$ cat src/rtl/kernel_call_pkg.sv
// Shared types for the kernel call initiator: FSM state encoding, default
// widths and the argument-triple record latched from the request stream.
package kernel_call_pkg;

  localparam int DEF_ARG_W = 64;
  localparam int DEF_RES_W = 64;

  typedef enum logic [1:0] {
    IDLE  = 2'd0,
    ISSUE = 2'd1,
    WAIT  = 2'd2,
    RESP  = 2'd3
  } caller_state_t;

  // Sized for the default argument width; narrower ARG_W values use the low bits.
  typedef struct packed {
    logic [DEF_ARG_W-1:0] n;
    logic [DEF_ARG_W-1:0] a;
    logic [DEF_ARG_W-1:0] b;
  } args_t;

endpackage

$ cat src/rtl/kernel_caller.sv
// Initiator for the kernel call protocol: request stream -> r_enable pulse ->
// wait for w_enable -> response stream. Optional WAIT timeout: KERNEL_CALLER_TIMEOUT_EN.
module kernel_caller
  import kernel_call_pkg::*;
#(
  parameter int ARG_W          = DEF_ARG_W,
  parameter int RES_W          = DEF_RES_W,
  parameter int TIMEOUT_CYCLES = 1024,
  parameter int CNT_W          = 16
) (
  input  logic             clk,
  input  logic             rst,
  input  logic             req_valid,
  output logic             req_ready,
  input  logic [ARG_W-1:0] req_n,
  input  logic [ARG_W-1:0] req_a,
  input  logic [ARG_W-1:0] req_b,
  output logic             resp_valid,
  input  logic             resp_ready,
  output logic [RES_W-1:0] resp_result,
  output logic             resp_timeout,
  output logic             k_r_enable,
  output logic [ARG_W-1:0] k_init_n,
  output logic [ARG_W-1:0] k_init_a,
  output logic [ARG_W-1:0] k_init_b,
  input  logic             k_w_enable,
  input  logic [RES_W-1:0] k_result,
  output logic             busy,
  output logic [CNT_W-1:0] call_count
);

  caller_state_t state, state_next;
  args_t         args_q;
  logic          expire;

  assign req_ready = (state == IDLE);
  assign busy      = (state != IDLE);
  assign k_init_n  = args_q.n[ARG_W-1:0];
  assign k_init_a  = args_q.a[ARG_W-1:0];
  assign k_init_b  = args_q.b[ARG_W-1:0];

`ifdef KERNEL_CALLER_TIMEOUT_EN
  localparam int TW = $clog2(TIMEOUT_CYCLES + 1);
  logic [TW-1:0] timer;
  logic          timeout_q;

  // Timer holds the number of WAIT cycles already completed.
  assign expire       = (timer == TW'(TIMEOUT_CYCLES - 1));
  assign resp_timeout = timeout_q;

  always_ff @(posedge clk) begin
    if (rst) begin
      timer     <= '0;
      timeout_q <= 1'b0;
    end else begin
      case (state)
        ISSUE: timer <= '0;
        WAIT: begin
          timer <= timer + TW'(1);
          if (k_w_enable)  timeout_q <= 1'b0;
          else if (expire) timeout_q <= 1'b1;
        end
        default: ;
      endcase
    end
  end
`else
  assign expire       = 1'b0;
  assign resp_timeout = 1'b0;
`endif

  always_ff @(posedge clk) begin
    if (rst) state <= IDLE;
    else     state <= state_next;
  end

  // NOTE: next state gets its default before the case so no path infers a latch.
  always_comb begin
    state_next = state;
    case (state)
      IDLE:  if (req_valid) state_next = ISSUE;
      ISSUE: state_next = WAIT;
      WAIT:  if (k_w_enable || expire) state_next = RESP;
      RESP:  if (resp_ready) state_next = IDLE;
      default: state_next = IDLE;
    endcase
  end

  // NOTE: kernel outputs are X until its first load, so they are read only in WAIT.
  always_ff @(posedge clk) begin
    if (rst) begin
      k_r_enable  <= 1'b0;
      args_q      <= '0;
      resp_valid  <= 1'b0;
      resp_result <= '0;
      call_count  <= '0;
    end else begin
      k_r_enable <= (state == IDLE) && req_valid;
      case (state)
        IDLE: begin
          if (req_valid) begin
            args_q <= '{n: DEF_ARG_W'(req_n), a: DEF_ARG_W'(req_a), b: DEF_ARG_W'(req_b)};
          end
        end
        WAIT: begin
          if (k_w_enable) begin
            resp_result <= k_result;
            resp_valid  <= 1'b1;
          end else if (expire) begin
            resp_result <= '0;
            resp_valid  <= 1'b1;
          end
        end
        RESP: begin
          if (resp_ready) begin
            resp_valid <= 1'b0;
            call_count <= call_count + CNT_W'(1);
          end
        end
        default: ;
      endcase
    end
  end

endmodule

$ cat config.mk
export PLATFORM = sky130hd
export DESIGN_NAME = kernel_caller
export DESIGN_NICKNAME = d
export VERILOG_FILES = /design/src/rtl/kernel_call_pkg.sv /design/src/rtl/kernel_caller.sv
export SDC_FILE = /design/constraint.sdc
export NUM_CORES = 1
export LEC_CHECK = 0
export ABC_AREA = 1
export BUFFER_PORTS_ARGS = -buffer_cell sky130_fd_sc_hd__buf_2
export CORE_AREA = 2 2 207 209
export DETAILED_ROUTE_END_ITERATION = 7
export DIE_AREA = 0 0 209 211
export PLACE_DENSITY = 0.45
export SYNTH_ARGS = -nofsm -noshare
export SYNTH_HDL_FRONTEND = slang
export SYNTH_SLANG_ARGS = --single-unit
$ cat constraint.sdc
create_clock -name clk -period 1.9 [get_ports clk]
set_input_delay 0.095 -clock clk [delete_from_list [all_inputs] [get_ports clk]]
set_output_delay 0.095 -clock clk [all_outputs]
set_load 0.005 [all_outputs]
### Word level (Yosys, flattened, before mapping)

Index checks and enable logic that the tools add are counted.

* reductions and logical operators: 9
* equal/unequal tests: 6
* add/subtract/negate cells: 1
* mux-type cells: 7

Operators with widths (number)
* adder 16 x 1 -> 16 bit (second input constant): 1
* case mux 2 bit (4 select lines): 1
* 2-to-1 mux 2 bit: 3
* inequality test 2 bit (second input constant): 3
* AND reduction 2 bit: 3
* AND reduction 3 bit: 2
* == test 2 bit (second input constant): 2
* nonzero test 2 bit: 2
* == test 2 x 1 -> 1 bit (second input constant): 1
* zero test 2 bit: 1
* 2-to-1 mux 1 bit: 2
* case mux 1 bit (2 select lines): 1
* logical AND 1 bit: 1

* register bits: 276
* output and inout port bits: 277
* logic and storage cells: 31
* input port bits: 261

### Logic depth before layout (Yosys ltp)

Gate-level depths: netlist of the first run.

* word-level depth: 3
* depth in mapped cells: 9
* mapped depth without buffers: 9

### Worst setup path after synthesis of the first run

OpenSTA, ideal clock, no wires.

* path type: register to register
* start: reg state[0]
* end: reg args_q, in the netlist k_init_a[10]
* buffers on the path: 2
* data required time: 1.836 ns
* setup time: 0.064 ns
* stages on the path, launching flop included: 8
* clock period less this slack: 1.319 ns
* data arrival time: 1.255 ns
* path slack: 0.581 ns
* path through: dfxtp_1 inv_1 ha_1 nand2_2 buf_4 clkbuf_1 o21ai_0 nor2_1

* cells in the longest elaborated chain, start to end: 2

RTL lines
* start: declaration: line kernel_caller.sv:32 `caller_state_t state, state_next;`
* start signal: assignment: line kernel_caller.sv:74 `else state <= state_next;`
* zero test 2 bit
* net req_ready: line kernel_caller.sv:14 `output logic req_ready,`
* AND reduction 2 bit (no source line)
* end signal: assignment: line kernel_caller.sv:102 `args_q <= '{n: DEF_ARG_W'(req_n), a: DEF_ARG_W'(req_a), b: DEF_ARG_W'(req_b)};`
* end: declaration: line kernel_caller.sv:33 `args_t args_q;`

The timed path passes the listed nets, and every way through them passes these cells.
A chain may end at the register's enable or synchronous reset.

### Worst setup path after layout of the first run

* start: reg state[0]
* end: reg args_q, in the netlist k_init_n[36]

* cells in the longest elaborated chain, start to end: 2

RTL lines
* zero test 2 bit: line kernel_caller.sv:99 `case (state)`
* AND reduction 2 bit (no source line)

Every way passes these cells.

==> results of run 1 <==
## registers in the layout (all words and copies together), names as in the netlist
| register | count |
|---|---|
| k_init_a | 64 |
| k_init_b | 64 |
| k_init_n | 64 |
| resp_result | 64 |
| call_count | 16 |
| state | 2 |
| k_r_enable | 1 |
| resp_valid | 1 |
## routing by layer
layer,vias to the layer above,GRT usage
li1,5562,-
met2,359,0.292
met1,4942,0.191
met5,-,0
met4,0,0.0584
met3,65,0.0450
## per-stage QoR
step / std cells / hold WS, ns
after floorplan: 1262 / 0.167
after global placement: 2273 / 0.343
after detailed placement: 2273 / 0.348
after CTS: 2595 / 0.00923
after global routing: 2595 / 0.104
final: 2595 / 0.0601
## power groups by stage
stage          registers (mW)  clock network [mW]  logic, mW
3_5_place_dp             8.17                   0       5.60
3_3_place_gp             8.11                   0       5.56
4_1_cts                  8.06                7.13       6.03
6_report                 8.06                6.89       5.95
5_1_grt                  8.24                7.36       6.71
2_1_floorplan            8.28                   0       2.62
## kinds of logic after synthesis
kind of cell | after synthesis
and+or+nand+nor | 587
AOI/OAI and AO/OA | 280
DFF | 276
buffers and inverters | 113
adders and majority gates | 5
other | 1
## cell usage after synthesis
cell and n:
conb_1 1, ha_1 5, nand4_1 1, inv_2 4, nor2_2 2, nor2_1 536
buf_4 3, nor3_1 3, a211oi_1 1, nand3_2 1, o211ai_1 1, inv_1 22
a21oi_1 11, nand3_1 7, o21bai_1 1, nand2_2 3, clkbuf_1 46, o21ai_0 266
nand3b_1 1, buf_2 36, nand2_1 32, dfxtp_1 276, nor3_4 1, buf_1 2
## path summary, 6_finish.rpt
check,startpoint,end,slack [ns]
worst max register to register,state[0],k_init_n[36],0.25
worst min-delay path,req_valid,state[1],0.06
worst min register to register,resp_result[50],resp_result[50],0.47
worst max-delay path,state[0],k_init_n[36],0.25
## what timing repair did
item,in CTS,in global routing
endpoints found under the hold margin,260,0
buffers inserted,0,0
hold buffers,259,0
## layout make-up
type	instances	area [um^2]	share of cell area
tap	539	674	0.0401
inverter	26	108	0.00640
timing repair buffer	818	5570	0.332
clock buffer	53	1040	0.0616
multi-input combinational	873	3730	0.222
clock inverter	10	156	0.00931
sequential	276	5530	0.329
## worst max-delay path, delay by kind of cell, from the launching register on
family	cells	cell delay, ns
buf+inv	3	0.64
simple gates	3	0.36
flops	1	0.31
fa+ha+maj	1	0.25
==> metrics.txt, run 1 <==
WL per Instance=about 15 um; Synth Cell Area=between 0.009 and 0.01 mm^2; Via density=approximately 4.2; Post-Syn Nets=~1,500; Final Cycle Share=0.866; residual DRC count=0; number of diodes=0; CTS tree=built; minimum clock period=around 1.6 ns; CTS Buf Count=35; Setup CP Type=flop to flop; H-tree Lvls=2; Setup-failing EPs final=0; global route overflow=0; fmax=a little over 600 MHz; metal2 WL=between 15,000 and 20,000 um; CTS resizes=0; clock transition at the registers of the reported paths=0.06 ns; Psw=between 6 and 7 mW; CP max stage cell=dfxtp_1; top cells by area, synth=dfxtp_1 (57%), nor2_1 (21%), o21ai_0 (14%); Hold Path Class=input port to flop; DR WL met3=approximately 2500 um; most used cell, CP=nor2_1; post-synth top area share=0.568; clock root buffer master=clkbuf_16; R2R cell count=7; most frequent cells in the layout=nor2_1 (536), buf_2 (536), dfxtp_1 (276), o21ai_0 (266), dlygate4sd3_1 (259); Peak VDD IR=around 0.54 mV; gp weighted congestion=roughly 0.76; post-synth cell types=24; design area=roughly 0.017 mm^2; ANT nets after route=0; area post-placement=between 0.01 and 0.015 mm^2; CP required=about 2.4 ns; vias in the first global route=around 11,000; Post-Synth Adder-Cell Area=0.00643; DRT Pass-1 Iters=4; largest net degree at the start of global routing=80; RSZ-0062 raised after global routing=no; maxcap violations=0; pre-CTS setup slack=0.200 ns; CP peak stage delay=just over 0.3 ns; GRT Overall Usage=0.165; compound-cell area share of the yosys netlist=0.145; Yosys reg bits=between 200 and 300; Crit Path Max Fanout=22; I/O Buffers=536; Die Span Y=roughly 210 um; initial drt markers=~610; initial antenna violation count=0; Area Overhead vs Synth=72.6%; top sig layer=met4; die area=around 0.044 mm^2; cells after synthesis=between 1,000 and 1,500; sequential cell area fraction in the yosys report=0.568; IO Pins=roughly 540; Metal-1 WL=15,900 um; # clock sinks=roughly 280; Die W=209 um; first-pass GRT wire length=slightly below 60,000 um; Comb pwr share=0.285; post-layout net count=2,296; core area=around 0.042 mm^2; xor/xnor share of the synthesized area=0; clk buf depth=3; placed wire-length estimate=26,500 um; final worst slack=0.254 ns; Initial Util=0.233; Clock Skew=about 0.014 ns; Synth Warn #=0; Internal Power=approximately 14 mW; sequential share of power=0.385; PwrDens=1240 mW/mm^2; Worst EP arrival=2.10 ns; clock power share=0.330; Startpoint Class=flop; syn avg cell area=between 7 and 8 um^2; switch share=0.315; fin util=0.402; Filler cells=about 4,300; Max Slew Vio Count=0; total power=20.9 mW; post-synthesis simple-gate area fraction=0.231; Min-Delay Path Depth=3; worst path cell trace=inv_1, ha_1, nand2_4, inv_6, buf_4, nor2_1, nor2_1; proportion of synthesized area in mux cells=0; final WL=~38,000 um; run status=finished, final reports clean; Fin. Hold Viols=0; routed vias=10,900; worst skew pair latency=around 0.53 ns; Rows=75; Synth area leader=dfxtp_1; final setup TNS=0 ns; layout cells sized above 1=0.303; CP endpoint kind=flop; main combinational cell family by area after synthesis=simple AND/OR/NAND/NOR gates; Lkg Pwr=7.96 nW
(Power assumes the default switching activity.)
==> inputs of run 2 (changes only) <==
- CORE_AREA: 2 2 207 209 -> 3 3 208 210
- DIE_AREA: 0 0 209 211 -> 0 0 211 213
- clock period: 1.9 -> 1.6 ns (I/O delays scaled with it)
==> metrics.txt, run 2 (same netlist as run 1, synthesis figures left out) <==
Rows=75 (unchanged); worst skew pair latency=0.52 ns (was 0.53 ns); Crit Path Max Fanout=3 (was 22); Final Cycle Share=0.942; first-pass GRT wire length=57,000 um (was 58,300 um); final hold slack=0.0786 ns (was 0.0601 ns); Area Overhead vs Synth=72.0% (was 72.6%); clk buf depth=3 (unchanged); die area=0.0449 mm^2 (was 0.0441 mm^2); Min-Delay Path Depth=3 (unchanged); Hold Path Class=input port to flop (unchanged); vias in the first global route=10,700 (was 10,800); post-layout net count=2,294 (was 2,296); minimum clock period=between 1.5 and 2 ns; placed wire-length estimate=25,900 um (was 26,500 um); IO Pins=538 (unchanged); maxcap violations=0 (unchanged); WL per Instance=14.5 um (was 14.7 um); Worst EP arrival=1.43 ns (was 2.10 ns); Startpoint Class=flop (unchanged); most used cell, CP=inv_1 (was nor2_1); Peak VDD IR=0.776 mV (was 0.543 mV); CP peak stage delay=0.34 ns (was 0.31 ns); global route overflow=0 (unchanged); I/O Buffers=536 (unchanged); Die Span Y=213 um (was 211 um); H-tree Lvls=2 (unchanged); clock transition at the registers of the reported paths=0.05 ns (was 0.06 ns); total power=24.2 mW (was 20.9 mW); Post-CTS Setup Inserts=0 (unchanged); layout cells sized above 1=0.303 (about the same); run status=finished, final reports clean (unchanged); final WL=37,600 um (was 38,100 um); residual DRC count=0 (unchanged); Lkg Pwr=7.91 nW (was 7.96 nW); Via density=4.22 (was 4.21); Max Slew Vio Count=0 (unchanged); pre-CTS setup slack=0.0663 ns (was 0.200 ns); number of diodes=0 (unchanged); ANT nets after route=0 (unchanged); CTS tree=built (unchanged); CTS Buf Count=34 (was 35); Die W=211 um (was 209 um); most frequent cells in the layout=nor2_1 (536), buf_2 (536), dfxtp_1 (275), o21ai_0 (264), dlygate4sd3_1 (259) (was nor2_1 (536), buf_2 (536), dfxtp_1 (276), o21ai_0 (266), dlygate4sd3_1 (259)); Initial Util=0.233 (unchanged); Fin. Hold Viols=0 (unchanged); Clock Skew=0.0127 ns (was 0.0144 ns); initial antenna violation count=0 (unchanged); CP required=1.52 ns (was 2.35 ns); final worst slack=0.0928 ns (was 0.254 ns); CP max stage cell=dfxtp_2 (was dfxtp_1); Setup CP Type=flop to primary output (was flop to flop); PwrDens=1440 mW/mm^2 (was 1240 mW/mm^2); # clock sinks=276 (unchanged); RSZ-0062 raised after global routing=yes (was no); R2R cell count=7 (unchanged); gp weighted congestion=0.768 (was 0.759); clock root buffer master=clkbuf_16 (unchanged); core area=0.0418 mm^2 (unchanged); GRT Overall Usage=0.157 (was 0.165); largest net degree at the start of global routing=117 (was 80); fmax=~660 MHz; routed vias=10,900 (about the same); Setup-failing EPs final=0 (unchanged); worst path cell trace=inv_1, ha_4, buf_4, inv_1, buf_2 (was inv_1, ha_1, nand2_4, inv_6, buf_4, nor2_1, nor2_1); CP endpoint kind=primary output (was flop); DRT Pass-1 Iters=5 (was 4); initial drt markers=624 (was 614)
## run 2: cell types whose count changed in the layout (fill, tap and decap cells not counted), sizes merged
cell / change
buf: -1
clkinv: -4
bufinv: -3
clkinvlp: +2
inv: +1
## run 2: final cells by class
cell class	count	area, um^2
fill	4302	25000
clock buffer	53	1010
tap	539	674
inverter	26	108
clock inverter	6	67.6
multi-input combinational	873	3750
sequential	276	5530
timing repair buffer	817	5610
## run 2: layer usage
layer | track usage | up-vias | routed length, um
li1 | - | 5566 | -
met1 | 0.183 | 4920 | 15500
met2 | 0.272 | 374 | 18200
met4 | 0.0663 | 0 | 1410
met3 | 0.0448 | 74 | 2500
met5 | 0 | - | 0
## run 2: path summary, 6_finish.rpt
kind / startpoint / end / slack, ns
hold / removal: req_valid / state[1] / 0.08
setup / recovery: state[1] / busy / 0.09
hold reg to reg: k_init_a[17] / k_init_a[17] / 0.47
setup reg to reg: state[0] / resp_result[6] / 0.13
## run 2: critical path, delay by kind of cell (launching register included)
| family | cells | cell delay [ns] |
|---|---|---|
| fa+ha+maj | 1 | 0.18 |
| buf+inv | 4 | 0.40 |
| flops | 1 | 0.34 |
## run 2: metrics by stage
| stage | TNS (ns) | cell area [um^2] | util | std cells |
|---|---|---|---|---|
| after global placement | 0 | 13000 | 0.312 | 2272 |
| after detailed placement | 0 | 13000 | 0.312 | 2272 |
| final | 0 | 16700 | 0.401 | 2590 |
| after CTS | 0 | 16700 | 0.400 | 2590 |
| after global routing | -0.00738 | 16700 | 0.401 | 2590 |
| after floorplan | 0 | 9730 | - | 1262 |
## run 2: repair_timing
item	in CTS	in global routing
hold endpoints to repair	261	0
pin swaps	0	0
gates resized for setup	1	8
hold buffers	259	0
endpoints found under the setup margin	1	77
## run 2: power by group
part	internal [mW]	switching [mW]	total, mW	leakage (nW)
sequential	8.67	0.884	9.55	2.27
clock	4.52	2.92	7.44	0.522
combinational	3.31	3.87	7.18	5.12
